### config.mk
export PLATFORM = sky130hd
export DESIGN_NAME = zynqparrot_mem_arbiter_flat
export DESIGN_NICKNAME = d
export VERILOG_FILES = /design/src/rtl/zynqparrot_mem_arbiter_if.sv /design/src/rtl/zynqparrot_mem_arbiter.sv /design/src/flat_wrapper.sv
export SDC_FILE = /design/constraint.sdc
export NUM_CORES = 1
export LEC_CHECK = 0
export CAP_MARGIN = 0
export CORE_AREA = 5 5 172 174
export CTS_CLUSTER_SIZE = 8
export DETAILED_ROUTE_END_ITERATION = 16
export DIE_AREA = 0 0 177 179
export DONT_BUFFER_PORTS = 1
export PLACE_DENSITY_LB_ADDON = 0.12
export SYNTH_ARGS = -nofsm -noshare
export SYNTH_HDL_FRONTEND = slang
export SYNTH_SLANG_ARGS = --single-unit
### constraint.sdc
create_clock -name aclk -period 3.55 [get_ports aclk]
set_clock_uncertainty 0.05 [all_clocks]
set_input_delay 0.71 -clock aclk [delete_from_list [all_inputs] [get_ports aclk]]
set_output_delay 0.71 -clock aclk [all_outputs]
set_load 0.02 [all_outputs]
### src/rtl/zynqparrot_mem_arbiter_if.sv
// Bundle of request, downstream-memory and routed-response signals around the memory-port arbiter.
// Names carry the arbiter's point of view: _i enters the arbiter, _o leaves it.
interface zynqparrot_mem_arbiter_if #(
  parameter int num_req_p     = 2,
  parameter int data_width_p  = 64,
  parameter int paddr_width_p = 34,
  parameter int len_width_p   = 4
);
  logic [num_req_p-1:0]               req_v_i;
  logic [num_req_p-1:0]               req_ready_and_o;
  logic [num_req_p-1:0]               req_wr_i;
  logic [num_req_p*paddr_width_p-1:0] req_addr_i;
  logic [num_req_p*len_width_p-1:0]   req_len_i;
  logic [num_req_p*data_width_p-1:0]  req_data_i;
  logic [num_req_p-1:0]               req_last_i;

  logic                     mem_req_v_o;
  logic                     mem_req_ready_and_i;
  logic                     mem_req_wr_o;
  logic [paddr_width_p-1:0] mem_req_addr_o;
  logic [len_width_p-1:0]   mem_req_len_o;
  logic [data_width_p-1:0]  mem_req_data_o;
  logic                     mem_req_last_o;

  logic                    mem_resp_v_i;
  logic                    mem_resp_ready_and_o;
  logic [data_width_p-1:0] mem_resp_data_i;
  logic                    mem_resp_last_i;

  logic [num_req_p-1:0]    resp_v_o;
  logic [num_req_p-1:0]    resp_ready_and_i;
  logic [data_width_p-1:0] resp_data_o;
  logic                    resp_last_o;

  modport slave (
    input  req_v_i, req_wr_i, req_addr_i, req_len_i, req_data_i, req_last_i,
    output req_ready_and_o,
    output mem_req_v_o, mem_req_wr_o, mem_req_addr_o, mem_req_len_o, mem_req_data_o, mem_req_last_o,
    input  mem_req_ready_and_i,
    input  mem_resp_v_i, mem_resp_data_i, mem_resp_last_i,
    output mem_resp_ready_and_o,
    output resp_v_o, resp_data_o, resp_last_o,
    input  resp_ready_and_i
  );

  modport master (
    output req_v_i, req_wr_i, req_addr_i, req_len_i, req_data_i, req_last_i,
    input  req_ready_and_o,
    input  mem_req_v_o, mem_req_wr_o, mem_req_addr_o, mem_req_len_o, mem_req_data_o, mem_req_last_o,
    output mem_req_ready_and_i,
    output mem_resp_v_i, mem_resp_data_i, mem_resp_last_i,
    input  mem_resp_ready_and_o,
    input  resp_v_o, resp_data_o, resp_last_o,
    output resp_ready_and_i
  );
endinterface

### src/rtl/zynqparrot_mem_arbiter.sv
// Round-robin arbiter locking the shared memory port for whole messages; a grant-order FIFO
// (tag_els_p >= 2, power of 2) steers the in-order responses back to their requesters.
module zynqparrot_mem_arbiter #(
  parameter int num_req_p     = 2,
  parameter int data_width_p  = 64,
  parameter int paddr_width_p = 34,
  parameter int len_width_p   = 4,
  parameter int tag_els_p     = 4
) (
  input  logic aclk,
  input  logic aresetn,
  zynqparrot_mem_arbiter_if.slave bus
);

  localparam int id_w  = (num_req_p > 1) ? $clog2(num_req_p) : 1;
  localparam int ptr_w = $clog2(tag_els_p);
  localparam int cnt_w = $clog2(tag_els_p) + 1;

  typedef enum logic {e_idle, e_stream} state_e;

  state_e              state_q, state_d;
  logic [id_w-1:0]     grant_q, grant_d;
  logic                hold_v_q, hold_v_d;
  logic [id_w-1:0]     rr_ptr_q, rr_ptr_d;
  logic [ptr_w-1:0]    wr_ptr_q, rd_ptr_q;
  logic [cnt_w-1:0]    cnt_q;
  logic [id_w-1:0]     tag_mem_q [tag_els_p];

  logic                rr_found;
  logic [id_w-1:0]     rr_pick;
  logic [id_w-1:0]     cur_grant;
  logic                cur_v;
  logic                push;
  logic                pop;
  logic                fifo_full;
  logic                fifo_empty;
  logic [id_w-1:0]     head;
  logic                resp_rdy;

  function automatic logic [id_w-1:0] next_id(input logic [id_w-1:0] id);
    if (id == id_w'(num_req_p - 1)) return '0;
    return id + 1'b1;
  endfunction

  assign fifo_full  = (cnt_q == cnt_w'(tag_els_p));
  assign fifo_empty = (cnt_q == '0);
  assign head       = tag_mem_q[rd_ptr_q];

  // First valid requester scanning upward from rr_ptr, wrapping at num_req_p.
  always_comb begin
    int k;
    k        = 0;
    rr_found = 1'b0;
    rr_pick  = rr_ptr_q;
    for (int i = 0; i < num_req_p; i++) begin
      k = int'(rr_ptr_q) + i;
      if (k >= num_req_p) k = k - num_req_p;
      if (!rr_found && bus.req_v_i[k]) begin
        rr_found = 1'b1;
        rr_pick  = id_w'(k);
      end
    end
  end

  always_comb begin
    state_d   = state_q;
    grant_d   = grant_q;
    hold_v_d  = hold_v_q;
    rr_ptr_d  = rr_ptr_q;
    cur_grant = grant_q;
    cur_v     = 1'b0;
    push      = 1'b0;
    unique case (state_q)
      e_idle: begin
        // A stalled first beat keeps its grant so the payload cannot switch under the stall.
        cur_grant = hold_v_q ? grant_q : rr_pick;
        cur_v     = !fifo_full && bus.req_v_i[cur_grant];
        if (cur_v) begin
          if (bus.mem_req_ready_and_i) begin
            push     = 1'b1;
            hold_v_d = 1'b0;
            if (bus.req_last_i[cur_grant]) begin
              rr_ptr_d = next_id(cur_grant);
            end else begin
              state_d = e_stream;
              grant_d = cur_grant;
            end
          end else begin
            hold_v_d = 1'b1;
            grant_d  = cur_grant;
          end
        end else begin
          hold_v_d = 1'b0;
        end
      end
      e_stream: begin
        cur_v = bus.req_v_i[grant_q];
        if (cur_v && bus.mem_req_ready_and_i && bus.req_last_i[grant_q]) begin
          state_d  = e_idle;
          rr_ptr_d = next_id(grant_q);
        end
      end
      default: begin
        state_d = e_idle;
      end
    endcase
  end

  assign resp_rdy = aresetn && !fifo_empty && bus.resp_ready_and_i[head];
  assign pop      = bus.mem_resp_v_i && resp_rdy && bus.mem_resp_last_i;

  // Every output is forced low while aresetn is asserted, independent of the clock.
  always_comb begin
    bus.req_ready_and_o = '0;
    bus.mem_req_v_o     = 1'b0;
    bus.mem_req_wr_o    = 1'b0;
    bus.mem_req_addr_o  = '0;
    bus.mem_req_len_o   = '0;
    bus.mem_req_data_o  = '0;
    bus.mem_req_last_o  = 1'b0;
    bus.resp_v_o        = '0;
    bus.resp_data_o     = '0;
    bus.resp_last_o     = 1'b0;
    bus.mem_resp_ready_and_o = resp_rdy;
    if (aresetn) begin
      bus.mem_req_v_o    = cur_v;
      if (cur_v) bus.req_ready_and_o[cur_grant] = bus.mem_req_ready_and_i;
      bus.mem_req_wr_o   = bus.req_wr_i[cur_grant];
      bus.mem_req_addr_o = bus.req_addr_i[int'(cur_grant)*paddr_width_p +: paddr_width_p];
      bus.mem_req_len_o  = bus.req_len_i[int'(cur_grant)*len_width_p +: len_width_p];
      bus.mem_req_data_o = bus.req_data_i[int'(cur_grant)*data_width_p +: data_width_p];
      bus.mem_req_last_o = bus.req_last_i[cur_grant];
      if (!fifo_empty) bus.resp_v_o[head] = bus.mem_resp_v_i;
      bus.resp_data_o    = bus.mem_resp_data_i;
      bus.resp_last_o    = bus.mem_resp_last_i;
    end
  end

  always_ff @(posedge aclk or negedge aresetn) begin
    if (!aresetn) begin
      state_q  <= e_idle;
      grant_q  <= '0;
      hold_v_q <= 1'b0;
      rr_ptr_q <= '0;
      wr_ptr_q <= '0;
      rd_ptr_q <= '0;
      cnt_q    <= '0;
      for (int i = 0; i < tag_els_p; i++) tag_mem_q[i] <= '0;
    end else begin
      state_q  <= state_d;
      grant_q  <= grant_d;
      hold_v_q <= hold_v_d;
      rr_ptr_q <= rr_ptr_d;
      if (push) begin
        tag_mem_q[wr_ptr_q] <= cur_grant;
        wr_ptr_q            <= wr_ptr_q + 1'b1;
      end
      if (pop) rd_ptr_q <= rd_ptr_q + 1'b1;
      if (push && !pop)      cnt_q <= cnt_q + 1'b1;
      else if (!push && pop) cnt_q <= cnt_q - 1'b1;
    end
  end

endmodule

### src/flat_wrapper.sv
// flat-port wrapper written by rule: the top's interface ports become plain ports
module zynqparrot_mem_arbiter_flat 
#(
  parameter int num_req_p     = 2,
  parameter int data_width_p  = 64,
  parameter int paddr_width_p = 34,
  parameter int len_width_p   = 4,
  parameter int tag_els_p     = 4
)
  (aclk, aresetn, bus_req_v_i, bus_req_wr_i, bus_req_addr_i, bus_req_len_i, bus_req_data_i, bus_req_last_i, bus_req_ready_and_o, bus_mem_req_v_o, bus_mem_req_wr_o, bus_mem_req_addr_o, bus_mem_req_len_o, bus_mem_req_data_o, bus_mem_req_last_o, bus_mem_req_ready_and_i, bus_mem_resp_v_i, bus_mem_resp_data_i, bus_mem_resp_last_i, bus_mem_resp_ready_and_o, bus_resp_v_o, bus_resp_data_o, bus_resp_last_o, bus_resp_ready_and_i);
  zynqparrot_mem_arbiter_if #(.num_req_p(num_req_p), .data_width_p(data_width_p), .paddr_width_p(paddr_width_p), .len_width_p(len_width_p)) bus_i ();
  input  logic aclk;
  input  logic aresetn;
  input wire logic [$bits(bus_i.req_v_i)-1:0] bus_req_v_i;
  input wire logic [$bits(bus_i.req_wr_i)-1:0] bus_req_wr_i;
  input wire logic [$bits(bus_i.req_addr_i)-1:0] bus_req_addr_i;
  input wire logic [$bits(bus_i.req_len_i)-1:0] bus_req_len_i;
  input wire logic [$bits(bus_i.req_data_i)-1:0] bus_req_data_i;
  input wire logic [$bits(bus_i.req_last_i)-1:0] bus_req_last_i;
  output wire logic [$bits(bus_i.req_ready_and_o)-1:0] bus_req_ready_and_o;
  output wire logic [$bits(bus_i.mem_req_v_o)-1:0] bus_mem_req_v_o;
  output wire logic [$bits(bus_i.mem_req_wr_o)-1:0] bus_mem_req_wr_o;
  output wire logic [$bits(bus_i.mem_req_addr_o)-1:0] bus_mem_req_addr_o;
  output wire logic [$bits(bus_i.mem_req_len_o)-1:0] bus_mem_req_len_o;
  output wire logic [$bits(bus_i.mem_req_data_o)-1:0] bus_mem_req_data_o;
  output wire logic [$bits(bus_i.mem_req_last_o)-1:0] bus_mem_req_last_o;
  input wire logic [$bits(bus_i.mem_req_ready_and_i)-1:0] bus_mem_req_ready_and_i;
  input wire logic [$bits(bus_i.mem_resp_v_i)-1:0] bus_mem_resp_v_i;
  input wire logic [$bits(bus_i.mem_resp_data_i)-1:0] bus_mem_resp_data_i;
  input wire logic [$bits(bus_i.mem_resp_last_i)-1:0] bus_mem_resp_last_i;
  output wire logic [$bits(bus_i.mem_resp_ready_and_o)-1:0] bus_mem_resp_ready_and_o;
  output wire logic [$bits(bus_i.resp_v_o)-1:0] bus_resp_v_o;
  output wire logic [$bits(bus_i.resp_data_o)-1:0] bus_resp_data_o;
  output wire logic [$bits(bus_i.resp_last_o)-1:0] bus_resp_last_o;
  input wire logic [$bits(bus_i.resp_ready_and_i)-1:0] bus_resp_ready_and_i;
  assign bus_i.req_v_i = bus_req_v_i;
  assign bus_i.req_wr_i = bus_req_wr_i;
  assign bus_i.req_addr_i = bus_req_addr_i;
  assign bus_i.req_len_i = bus_req_len_i;
  assign bus_i.req_data_i = bus_req_data_i;
  assign bus_i.req_last_i = bus_req_last_i;
  assign bus_req_ready_and_o = bus_i.req_ready_and_o;
  assign bus_mem_req_v_o = bus_i.mem_req_v_o;
  assign bus_mem_req_wr_o = bus_i.mem_req_wr_o;
  assign bus_mem_req_addr_o = bus_i.mem_req_addr_o;
  assign bus_mem_req_len_o = bus_i.mem_req_len_o;
  assign bus_mem_req_data_o = bus_i.mem_req_data_o;
  assign bus_mem_req_last_o = bus_i.mem_req_last_o;
  assign bus_i.mem_req_ready_and_i = bus_mem_req_ready_and_i;
  assign bus_i.mem_resp_v_i = bus_mem_resp_v_i;
  assign bus_i.mem_resp_data_i = bus_mem_resp_data_i;
  assign bus_i.mem_resp_last_i = bus_mem_resp_last_i;
  assign bus_mem_resp_ready_and_o = bus_i.mem_resp_ready_and_o;
  assign bus_resp_v_o = bus_i.resp_v_o;
  assign bus_resp_data_o = bus_i.resp_data_o;
  assign bus_resp_last_o = bus_i.resp_last_o;
  assign bus_i.resp_ready_and_i = bus_resp_ready_and_i;
  zynqparrot_mem_arbiter #(.num_req_p(num_req_p), .data_width_p(data_width_p), .paddr_width_p(paddr_width_p), .len_width_p(len_width_p), .tag_els_p(tag_els_p)) u_core (.aclk(aclk), .aresetn(aresetn), .bus(bus_i));
endmodule
# After elaboration in Yosys (flattened, before gate mapping)

Cells that the tools add are included.

Register bits: 15
Output and inout port bits: 175

$add $sub $neg: 9
$mul: 1
Magnitude comparators: 13
Eq/ne operators: 6
Shift-type cells: 3
Mux-type cells: 81
Bitwise logic cells: 5
Reduce and logical (&&, ||, !) cells: 22

Operators by type and width:

| kind                                                                                 | number |
|---|---|
| 64-bit 2-to-1 mux                                                                    | 2 |
| 128-bit by 8-bit indexed part select with 64-bit output                              | 1 |
| 68-bit by 32-bit indexed part select with 34-bit output                              | 1 |
| 32-bit by 3-bit less-than comparator with 1-bit output, second input constant        | 2 |
| 32-bit 2-to-1 mux                                                                    | 2 |
| 1-bit 2-to-1 mux                                                                     | 61 |
| 34-bit 2-to-1 mux                                                                    | 1 |
| 32-bit by 3-bit greater-or-equal comparator with 1-bit output, second input constant | 1 |
| 32-bit by 3-bit subtractor with 32-bit output, second input constant                 | 1 |
| 1-bit logical AND                                                                    | 13 |
| 1-bit by 2-bit less-than comparator with 1-bit output, second input constant         | 4 |
| 2-bit 2-to-1 mux                                                                     | 4 |
| 8-bit by 4-bit indexed part select with 4-bit output                                 | 1 |
| 3-bit greater-or-equal comparator, second input constant                             | 2 |
| 1-bit by 5-bit multiplier with 6-bit output, second input constant                   | 1 |
| 3-bit 2-to-1 mux                                                                     | 2 |
| 2-bit inequality test, second input constant                                         | 3 |
| 2-bit NOT with 3-bit output                                                          | 2 |
| 1-bit case mux with 2 select lines                                                   | 3 |
| 1-bit zero test                                                                      | 5 |
| 2-bit by 1-bit adder with 2-bit output, second input constant                        | 2 |
| 2-bit AND                                                                            | 2 |
| 4-bit bitwise mux                                                                    | 1 |
| 4-bit 2-to-1 mux                                                                     | 1 |
| 18 further kinds                                                                     | 22 |

# Longest topological paths before layout

Depth after elaboration: 21
Depth in mapped cells: 10
Depth with buffers taken out: 9

# Least setup slack after synthesis

No wires, ideal clock.

Path type: input -> output
Start: input bus_req_v_i[1]
End: output bus_mem_req_addr_o[1]
Data arrival time: 2.111 ns
Required time: 2.790 ns
Setup slack: 0.679 ns
Cell stages on the path: 6
Path buffers: 1
Path through: nor2b_1 -> a21oi_1 -> o31ai_4 -> clkbuf_1 -> nand2_1 -> a21boi_0

Word-level cells in the longest chain between the ends: 12
Elaborated cells on any way between the ends: 16
Those cells by class: mul (1); shift (1); mux (12); reduce/logical (2)

RTL lines:

| element                                                   | line                          | source |
|---|---|---|
| start, declared                                           | flat_wrapper.sv:14            | `input wire logic [$bits(bus_i.req_v_i)-1:0] bus_req_v_i;` |
| 1-bit 2-to-1 mux (not written as such) (3 in a row)       | zynqparrot_mem_arbiter.sv:58  | `if (!rr_found && bus.req_v_i[k]) begin` |
| 1-bit 2-to-1 mux                                          | zynqparrot_mem_arbiter.sv:58  |  |
| 1-bit zero test                                           | zynqparrot_mem_arbiter.sv:58  |  |
| 1-bit logical AND                                         | zynqparrot_mem_arbiter.sv:58  |  |
| 1-bit 2-to-1 mux *                                        | zynqparrot_mem_arbiter.sv:58  |  |
| 1-bit 2-to-1 mux *                                        | zynqparrot_mem_arbiter.sv:76  | `cur_grant = hold_v_q ? grant_q : rr_pick;` |
| 1-bit 2-to-1 mux *                                        | zynqparrot_mem_arbiter.sv:73  | `unique case (state_q)` |
| 1-bit by 5-bit multiplier with 6-bit output *             | zynqparrot_mem_arbiter.sv:129 | `bus.mem_req_addr_o = bus.req_addr_i[int'(cur_grant)*paddr_width_p +: paddr_width_p];` |
| 68-bit by 32-bit indexed part select with 34-bit output * | zynqparrot_mem_arbiter.sv:129 |  |
| 34-bit 2-to-1 mux *                                       | zynqparrot_mem_arbiter.sv:125 | `if (aresetn) begin` |
| end, declared                                             | flat_wrapper.sv:23            | `output wire logic [$bits(bus_i.mem_req_addr_o)-1:0] bus_mem_req_addr_o;` |

Mark *: on every way between the ends. The rest lies on a longest branch, timed or not. The select of a mux whose other input is x is not followed.

# Worst setup path in the final report

Same ends and word-level chain as after synthesis.

==> impl_metrics.prom <==
# TYPE chip_impl_metric gauge
chip_impl_metric{name="io-pin-count",unit=""} 456
chip_impl_info{name="mostFrequentLayoutCell",value="nand2_1"} 1
chip_impl_info{name="critical-path-slowest-cell",value="a21oi_1"} 1
chip_impl_metric{name="layout.nets",unit=""} 868
chip_impl_metric{name="synthDistinctLibCells",unit=""} 41
chip_impl_metric{name="finalWirelength",unit="mm"} 19.1
chip_impl_metric{name="ys_seq_area_share",unit="%"} 11.8
chip_impl_metric{name="final-setup-viol-count",unit=""} 0
chip_impl_metric{name="cp_data_arrival_time",unit="ns"} 2.36
chip_impl_info{name="critical_path.startpoint_type",value="input pin"} 1
chip_impl_info{name="critical-path-top-delay-family",value="compound AO/OA/AOI/OAI gates"} 1
chip_impl_metric{name="die_boundary_width",unit="microns"} 177
chip_impl_metric{name="summed_instance_area_of_the_synthesized_netlist",unit="sq mm"} 0.00318
chip_impl_metric{name="cts_num_sinks",unit=""} 15
chip_impl_metric{name="grt_pass1_wl",unit="mm"} 24.8
chip_impl_metric{name="grt_pass1_vias",unit=""} 3962
chip_impl_metric{name="tns",unit="ns"} 0
chip_impl_metric{name="first_pass_iters",unit=""} 6
chip_impl_metric{name="clock_insertion_delay_worst_skew",unit="ns"} 0.25
chip_impl_metric{name="h_tree_lvl_count",unit=""} 1
chip_impl_info{name="critical_path.endpoint_type",value="primary output"} 1
chip_impl_metric{name="fp-row-count",unit=""} 61
chip_impl_info{name="timing.critical_path.cells",value="nand2b_1, a21oi_1, o31a_2, buf_12, nand2_1, a21boi_0, buf_4"} 1
chip_impl_metric{name="setup.reg_to_reg.worst_slack",unit="ns"} 1.02
chip_impl_metric{name="critical_path_buf_inv_count",unit=""} 2
chip_impl_metric{name="drt-initial-drc-count",unit=""} 171
chip_impl_info{name="cts_root_buf",value="clkbuf_16"} 1
chip_impl_metric{name="post-cts-setup-buffers",unit=""} 0
chip_impl_metric{name="intPower",unit="mW"} 1.61
chip_impl_metric{name="multiInputGateArea",unit="sq mm"} 0.00255
chip_impl_metric{name="netSwitchingFraction",unit="%"} 58.3
chip_impl_metric{name="detailed_place_hpwl",unit="mm"} 16.3
chip_impl_metric{name="met1Wirelength",unit="mm"} 5.79
chip_impl_metric{name="via_total_after_detailed_routing",unit=""} 3904
chip_impl_metric{name="core_region_area",unit="sq mm"} 0.0276
chip_impl_info{name="clock_tree_from_tritoncts",value="done"} 1
chip_impl_metric{name="instance_count_after_placement_with_tap_cells_included",unit=""} 954
chip_impl_metric{name="numCtsBuffers",unit=""} 3
chip_impl_metric{name="place_congestion",unit=""} 0.835
chip_impl_info{name="highest_layer",value="met4"} 1
chip_impl_metric{name="antenna_found_initial",unit=""} 4
chip_impl_metric{name="clockBufferDepth",unit=""} 2
chip_impl_metric{name="power.switching",unit="mW"} 2.25
chip_impl_metric{name="ys_ff_latch",unit=""} 15
chip_impl_metric{name="number_of_instances_in_the_synthesized_netlist",unit=""} 520
chip_impl_metric{name="layout_worst_path_cycle_share",unit="%"} 87.9
chip_impl_metric{name="max-vdd-ir-drop",unit="uV"} 354
chip_impl_metric{name="seq_power_share",unit="%"} 9.2
chip_impl_metric{name="overflow",unit=""} 0
chip_impl_metric{name="maxCapViolations",unit=""} 0
chip_impl_metric{name="sequential_cell_area",unit="sq um"} 375
chip_impl_metric{name="synthesis.nets",unit=""} 807
chip_impl_metric{name="floorplan.initialDensity",unit="%"} 11.5
chip_impl_metric{name="syn2layout_area_growth",unit="%"} 36.3
chip_impl_metric{name="worst_slew_pin_slew",unit="ns"} 0.642
chip_impl_metric{name="path_max_fanout",unit=""} 79
chip_impl_metric{name="routed-wl-met2",unit="mm"} 11.2
chip_impl_metric{name="route.detailed.vias_per_inst",unit=""} 4.05
chip_impl_metric{name="route.met3.wl",unit="mm"} 1.77
chip_impl_metric{name="fraction_of_power_consumed_by_the_clock_network",unit="%"} 6.0
chip_impl_metric{name="synth.yosys.warnings",unit=""} 0
chip_impl_metric{name="power.density_cell_area",unit="mW/mm^2"} 891
chip_impl_metric{name="dp_worst_setup_slack",unit="ns"} 0.444
chip_impl_metric{name="die_h",unit="microns"} 179
chip_impl_metric{name="fill_cells",unit=""} 3196
chip_impl_metric{name="routed_wirelength_normalized_by_instance_count",unit="microns"} 19.8
chip_impl_metric{name="leakage",unit="nW"} 1.92
chip_impl_metric{name="port_buffers",unit=""} 0
chip_impl_metric{name="final_critical_path_setup_slack",unit="ns"} 0.429
chip_impl_metric{name="global_route.usage.total",unit="%"} 10.3
chip_impl_metric{name="layout-drive-gt1-share",unit="%"} 19.0
chip_impl_metric{name="final_report_max_slew_violation_count",unit=""} 0
chip_impl_metric{name="worst_setup_hold_path_clk_slew",unit="ns"} 0.06
chip_impl_info{name="category_of_the_most_critical_setup_path",value="input pin to primary output"} 1
chip_impl_metric{name="finalHoldViolations",unit=""} 0
chip_impl_metric{name="post-route-min-period",unit="ns"} 3.12
chip_impl_metric{name="grt_start_max_net_pins",unit=""} 188
chip_impl_metric{name="layout.cells.non_filler",unit=""} 963
chip_impl_metric{name="slew_headroom",unit="%"} 56.9
chip_impl_info{name="status",value="completed"} 1
chip_impl_info{name="min_path_type",value="input pin to asynchronous set/reset pin"} 1
chip_impl_metric{name="antenna_violating_nets_post_route",unit=""} 0
chip_impl_metric{name="timing.fmax",unit="MHz"} 320
chip_impl_metric{name="final_core_utilization",unit="%"} 15.7
chip_impl_metric{name="die_area",unit="sq mm"} 0.0317
chip_impl_metric{name="cp_data_required_time",unit="ns"} 2.79
chip_impl_metric{name="postCtsHoldBufs",unit=""} 0
chip_impl_metric{name="cts-resized-gates",unit=""} 0
chip_impl_metric{name="syn_avg_cell_area",unit="sq um"} 6.11
chip_impl_metric{name="drc",unit=""} 0
chip_impl_info{name="rsz_0062_raised_after_global_routing",value="no"} 1
chip_impl_metric{name="share_comb_of_total_power",unit="%"} 84.8
chip_impl_metric{name="cp_slowest_stage_delay",unit="ns"} 0.39
chip_impl_info{name="layout_common_cells",value="214 x nand2_1, 97 x buf_4, 95 x a21boi_1"} 1
[cell usage after synthesis (all sizes together)]
cell     count  share of area [%]
a2111oi      2                1.1
a211o        1               0.28
a21boi     105                 25
a21o         1               0.24
a21oi        6               0.94
a22o         1               0.28
a31oi        5               0.98
and2        69                 14
and3b        1               0.28
and4         1               0.28
and4b        1               0.31
buf         20                4.1
clkbuf      25                3.0
dfrtp       15                 12
fa           1               0.63
ha           5                2.0
inv          7               0.83
mux2         1               0.35
mux2i        4                1.3
mux4         1               0.71
nand2      214                 25
nand2b       2               0.39
nand3        3               0.47
nand3b       1               0.24
nor2         7               0.83
nor2b        1               0.20
nor3         1               0.16
nor3b        1               0.24
nor4         1               0.20
o211ai       1               0.24
o21ai        5               0.79
o221ai       1               0.28
o22ai        1               0.20
o31a         1               0.28
o31ai        3                1.1
xnor2        3               0.83
xor2         2               0.55
[metal layers]
layer  track usage (%)  vias up
li1                  -     1820
met1              9.37     1793
met2              22.1      281
met3              2.74       10
met4              2.10        0
met5                 0        -
[state kept, by name (all words and copies together), names as in the netlist]
signal	cells
u_core.hold_v_q	1
u_core.tag_mem_q	4
u_core.wr_ptr_q	2
u_core.rd_ptr_q	2
u_core.state_q	1
u_core.cnt_q	3
u_core.grant_q	1
u_core.rr_ptr_q	1
[metrics by stage]
step | instance area, sq um | total power [mW] | hold WS (ns)
CTS | 4320 | 3.94 | 0.0970
global placement | 4240 | 3.64 | 0.368
floorplan | 3180 | 2.61 | 0.364
finish | 4330 | 3.86 | 0.101
global route | 4330 | 4.20 | 0.0886
detailed placement | 4240 | 3.70 | 0.367
[cell families (layout without fill, tap and decap cells)]
logic type | Yosys count | in the layout | share of synthesized area, %
simple gates | 303 | 303 | 42.4
compound gates | 133 | 133 | 31.6
buf+inv | 52 | 112 | 7.87
flops | 15 | 15 | 11.8
fa+ha+maj | 6 | 6 | 2.60
mux | 6 | 6 | 2.32
xor+xnor | 5 | 5 | 1.38
other cells | 0 | 5 | 0
[worst paths after layout]
path,start,cells past startpoint,endpoint
setup / recovery,bus_req_v_i[1],7,bus_mem_req_addr_o[1]
hold / removal,aresetn,0,u_core.rd_ptr_q[1]
setup reg to reg,u_core.rd_ptr_q[0],9,u_core.cnt_q[2]
hold reg to reg,u_core.cnt_q[2],1,u_core.cnt_q[2]
max in group asynchronous,aresetn,0,u_core.grant_q
min in group aclk,u_core.cnt_q[2],1,u_core.cnt_q[2]
[power by group through the flow]
| stage | logic, mW | clock network, mW | registers (mW) |
|---|---|---|---|
| after CTS | 3.35 | 0.238 | 0.358 |
| after detailed placement | 3.34 | 0 | 0.360 |
| final | 3.27 | 0.231 | 0.356 |
| after global routing | 3.57 | 0.247 | 0.374 |
| after floorplan | 2.29 | 0 | 0.319 |
| after global placement | 3.28 | 0 | 0.359 |
[area by class of cell]
class | count | area share, %
well taps | 378 | 10.9
multi-input cells | 453 | 59.0
diodes | 5 | 0.289
repair buffers | 101 | 18.7
inverters | 7 | 0.607
flip-flops and latches | 15 | 8.67
clock buffers | 3 | 1.73
clock inverters | 1 | 0.173
No activity file was read; power rests on OpenSTA's default activity.
